## src/rtl/rr_arbiter_8.sv

```systemverilog
// rr_arbiter_8: round-robin arbiter for eight requesters sharing one resource.
// A single grant is held while its requester keeps requesting, up to HOLD_MAX
// consecutive cycles (0 = unlimited). Every release is followed by one idle
// cycle, and the search pointer then moves past the requester just served.
//
// Handshake: req is level-sensitive and is not latched. A requester owns the
// resource on every cycle where gnt[i] is high. It gives the resource up by
// dropping req[i], and the arbiter removes gnt on the following cycle.
module rr_arbiter_8 #(
  parameter int unsigned HOLD_MAX = 16
) (
  input  logic       clk,
  input  logic       rst_n,
  input  logic       en,
  input  logic [7:0] req,
  output logic [7:0] gnt,
  output logic [2:0] gnt_idx,
  output logic       gnt_valid,
  output logic       dbg_state,
  output logic [2:0] dbg_ptr
);

  typedef enum logic {
    IDLE = 1'b0,
    BUSY = 1'b1
  } state_t;

  localparam logic [7:0] LP_HOLD = HOLD_MAX[7:0];

  state_t     r_state;
  logic [2:0] r_ptr;
  logic [7:0] r_hold_cnt;
  logic [7:0] r_gnt;
  logic [2:0] r_gnt_idx;
  logic       r_gnt_valid;

  logic [15:0] w_dbl;
  logic [7:0]  w_rot;
  logic [2:0]  w_off;
  logic [2:0]  w_winner;
  logic        w_timeout;
  logic        w_release;

  // Rotate req so r_ptr sits at bit 0, then pick the lowest set bit; the
  // winner is that offset added back onto r_ptr (wraps naturally in 3 bits).
  always_comb begin
    w_dbl    = {req, req} >> r_ptr;
    w_rot    = w_dbl[7:0];
    w_off    = 3'd0;
    for (int k = 7; k >= 0; k--) begin
      if (w_rot[k]) w_off = 3'(k);
    end
    w_winner = r_ptr + w_off;
  end

  assign w_timeout = (HOLD_MAX != 0) && (r_hold_cnt == LP_HOLD);
  // Enable-low and timeout in the same cycle collapse into one release.
  assign w_release = !req[r_gnt_idx] || !en || w_timeout;

  // Two-state grant FSM with registered outputs; reset wins over everything.
  always_ff @(posedge clk) begin
    if (!rst_n) begin
      r_state     <= IDLE;
      r_ptr       <= 3'd0;
      r_hold_cnt  <= 8'd0;
      r_gnt       <= 8'h00;
      r_gnt_idx   <= 3'd0;
      r_gnt_valid <= 1'b0;
    end else begin
      case (r_state)
        IDLE: begin
          if (en && (req != 8'h00)) begin
            r_state     <= BUSY;
            r_gnt       <= 8'h01 << w_winner;
            r_gnt_idx   <= w_winner;
            r_gnt_valid <= 1'b1;
            r_hold_cnt  <= 8'd1;
          end
        end
        BUSY: begin
          if (w_release) begin
            r_state     <= IDLE;
            r_gnt       <= 8'h00;
            r_gnt_idx   <= 3'd0;
            r_gnt_valid <= 1'b0;
            r_ptr       <= r_gnt_idx + 3'd1;
            r_hold_cnt  <= 8'd0;
          end else if (r_hold_cnt != 8'hFF) begin
            r_hold_cnt  <= r_hold_cnt + 8'd1;
          end
        end
        default: begin
          r_state     <= IDLE;
          r_gnt       <= 8'h00;
          r_gnt_idx   <= 3'd0;
          r_gnt_valid <= 1'b0;
          r_hold_cnt  <= 8'd0;
        end
      endcase
    end
  end

  assign gnt       = r_gnt;
  assign gnt_idx   = r_gnt_idx;
  assign gnt_valid = r_gnt_valid;
  assign dbg_state = (r_state == BUSY);
  assign dbg_ptr   = r_ptr;

endmodule

```

## config.mk

```make
export PLATFORM = sky130hd
export DESIGN_NAME = rr_arbiter_8
export DESIGN_NICKNAME = d
export VERILOG_FILES = /design/src/rtl/rr_arbiter_8.sv
export SDC_FILE = /design/constraint.sdc
export NUM_CORES = 1
export LEC_CHECK = 0
export CAP_MARGIN = 20
export CORE_ASPECT_RATIO = 1.1
export CORE_MARGIN = 10
export CORE_UTILIZATION = 35
export DETAILED_ROUTE_END_ITERATION = 8
export GPL_TIMING_DRIVEN = 0
export HOLD_SLACK_MARGIN = 0.15
export PLACE_DENSITY = 0.65
export SLEW_MARGIN = 5
export SYNTH_ARGS = -nofsm -noshare
export SYNTH_HDL_FRONTEND = slang
export SYNTH_SLANG_ARGS = --single-unit
export TNS_END_PERCENT = 1
```

## constraint.sdc

```tcl
create_clock -name clk -period 9.15 [get_ports clk]
set_input_delay 1.83 -clock clk [delete_from_list [all_inputs] [get_ports clk]]
set_output_delay 1.83 -clock clk [all_outputs]
set_load 0.01 [all_outputs]
```

==> flow_metrics.py <==
metrics = {
    "yosys": {
        "seq_area_frac_synth_pct": 27.8,
        "syn_area_per_cell_um2": 8.60,
        "synth-edff-count": 0,
        "synth_cell_types": 50,
        "async_reset_ff_share_pct": 0,
        "yosysWarnings": 0,
        "synth-main-ff-cell": "dfxtp_1",
        "ys_seq_elements": 24,
        "synthesis.nets": 217,
        "synth_cells": 201,
        "syn_area_um2": 1730,
    },
    "routing": {
        "wl_met3_um": 124,
        "wl_met2_mm": 2.15,
        "ant_nets": 0,
        "num_vias": 1545,
        "wl_per_cell_um": 14.6,
        "m1WireLength_mm": 1.86,
        "dr.pass1.iters": 4,
        "topRoutingLayerUsed": "met4",
        "route.detailed.drc": 0,
        "drt_wl_total_mm": 4.16,
        "drt-initial-drc-count": 100,
        "via_per_inst": 5.42,
    },
    "grt": {
        "grt_usage_pct": 10.4,
        "grt_pass1_wl_mm": 7.20,
        "grt.overflow.total": 0,
        "grt_max_degree": 15,
        "antenna_found_initial": 0,
        "grt_pass1_vias": 1568,
    },
    "cells_and_area": {
        "synthToLayoutAreaGrowth_pct": 22.1,
        "layout.cells.most_common": "nor2_1",
        "n_antenna_cell": 0,
        "layout_common_cells": "29 x nor2_1, 24 x dfxtp_1, 24 x clkdlybuf4s50_1",
        "layout-drive-gt1-share_pct": 12.7,
        "nets": 246,
    },
    "sta": {
        "period_share_pct": 52.0,
        "rsz0062_at_grt": "false",
        "worst_slew_pin_slew_ns": 0.533,
        "setup_viol": 0,
        "hold_viol": 0,
        "max-slew-margin-rel_pct": 64.4,
        "period_minus_slack_ns": 4.76,
        "fin_setup_tns_ns": 0,
        "fmax_mhz": 210,
        "fin_skew_ns": 0.00529,
        "final-max-slew-violation-count": 0,
        "setup_ws_ns": 4.39,
    },
    "critical_path": {
        "timing.critical_path.from_type": "input pin",
        "endpoint_kind": "flip-flop",
        "cp.required_ns": 9.35,
        "reg2reg_to": "gnt[6]",
        "path_class": "in2reg",
        "cp_max_fo": 10,
        "crit_arrival_ns": 4.96,
        "reg2reg_from": "dbg_ptr[1]",
        "reg2reg_depth": 13,
        "reg2reg_slack_ns": 5.86,
    },
    "cts": {
        "root_buffer": "clkbuf_8",
        "clk_pin_slew_worst_paths_ns": 0.09,
        "numCtsBuffers": 3,
        "clock_path_buffers": 2,
        "tritoncts": "built",
        "postCtsSetupRepairBufs": 0,
        "clkLatencyLatePin_ns": 0.26,
        "cts_hold_buffers": 0,
        "clock_sinks": 24,
        "htree_num_levels": 1,
        "post_cts_resized": 0,
    },
    "power": {
        "leakagePower_nw": 0.734,
        "power_density_nw_per_um2": 140,
        "max-vdd-ir-drop_mv": 0.0702,
    },
    "floorplan": {
        "die_y_um": 93.7,
        "coreArea_um2": 4720,
        "ios": 27,
        "die_area_um2": 8160,
        "die_w_um": 87.0,
        "initial_core_util_pct": 36.7,
        "rows": 26,
    },
    "placed_design": {
        "port_buffers": 24,
        "place_ws_ns": 4.11,
        "place_congestion": 0.814,
        "dpl.hpwl_mm": 3.24,
    },
    "worst_hold_path": {
        "min-delay-start": "gnt_valid",
        "hold_class": "reg2reg",
        "whs_path_depth": 2,
        "hold_end": "gnt_valid",
    },
    "job": {
        "max-cap-violations": 0,
    },
    "run_status": {
        "status": "finished, final reports clean",
    },
}
[worst max-delay path, stage by stage]
cell and delay [ns]:
clkdlybuf4s50_1 0.48, clkbuf_1 0.36, nor2b_1 0.09, o31a_1 0.28, a211o_1 0.32, a22oi_1 0.15
a21o_1 0.14, ha_1 0.13, inv_1 0.04, fa_1 0.42, buf_1 0.21, or3_1 0.38
o2bb2ai_1 0.13
[routing by layer]
metal	track usage [%]	vias up
met2	18.2	20
li1	-	782
met4	2.70	0
met1	12.7	741
met3	1.48	2
met5	0	-
[cells by family after synthesis]
logic type	synth area share, %
compound gates	19.9
xor+xnor	5.14
fa+ha+maj	4.70
buf+inv	6.22
flops	27.8
mux	14.5
simple gates	21.8
[metrics by stage]
| stage | util [%] | area (µm²) | instances | total power [mW] | hold WS [ns] |
|---|---|---|---|---|---|
| after floorplan | - | 1730 | 201 | 0.177 | 0.478 |
| after global placement | 43.2 | 2040 | 281 | 0.206 | 0.447 |
| after detailed placement | 43.2 | 2040 | 281 | 0.207 | 0.450 |
| after CTS | 44.7 | 2110 | 285 | 0.300 | 0.462 |
| after global routing | 44.7 | 2110 | 285 | 0.314 | 0.482 |
| final | 44.7 | 2110 | 285 | 0.296 | 0.460 |
[synth_stat cells, types with 6 or more instances]
master	n	area, µm²
inv_1	14	52.6
o2bb2ai_1	6	52.6
a21oi_1	10	50.1
nor2_1	29	109
o21ai_0	6	30.0
dfxtp_1	24	480
xnor2_1	6	52.6
nand2_1	9	33.8
mux2i_1	10	100
nand3_1	9	45.0
[layout make-up]
cell class | instances | area, µm²
fill | 455 | 2610
multi-input combinational | 154 | 1140
sequential | 24 | 480
timing repair buffer | 24 | 240
tap | 56 | 70.1
buffer | 9 | 55.1
inverter | 14 | 52.6
clock buffer | 3 | 41.3
clock inverter | 1 | 30.0
[worst max path at each step]
stage | depth (start not counted) | from | slack [ns] | end
after detailed placement | 13 | req[0] | 4.11 | gnt[6]
after CTS | 13 | req[0] | 4.39 | gnt[6]
after floorplan | 12 | req[0] | 4.94 | gnt[6]
after global routing | 13 | req[0] | 4.13 | gnt[6]
after global placement | 13 | req[0] | 4.14 | gnt[6]
final | 13 | req[0] | 4.39 | gnt[6]
[sequential cells by signal, summed over array words and instances, names as in the netlist]
name        count
gnt             8
r_hold_cnt      8
dbg_ptr         3
gnt_idx         3
dbg_state       1
gnt_valid       1
[where the power goes]
group / leakage (nW) / switching, mW / internal [mW]
clock network: 0.0357 / 0.0339 / 0.0584
logic: 0.504 / 0.0468 / 0.0408
registers: 0.195 / 0.00599 / 0.110
Power figures use the tool's default switching activity.
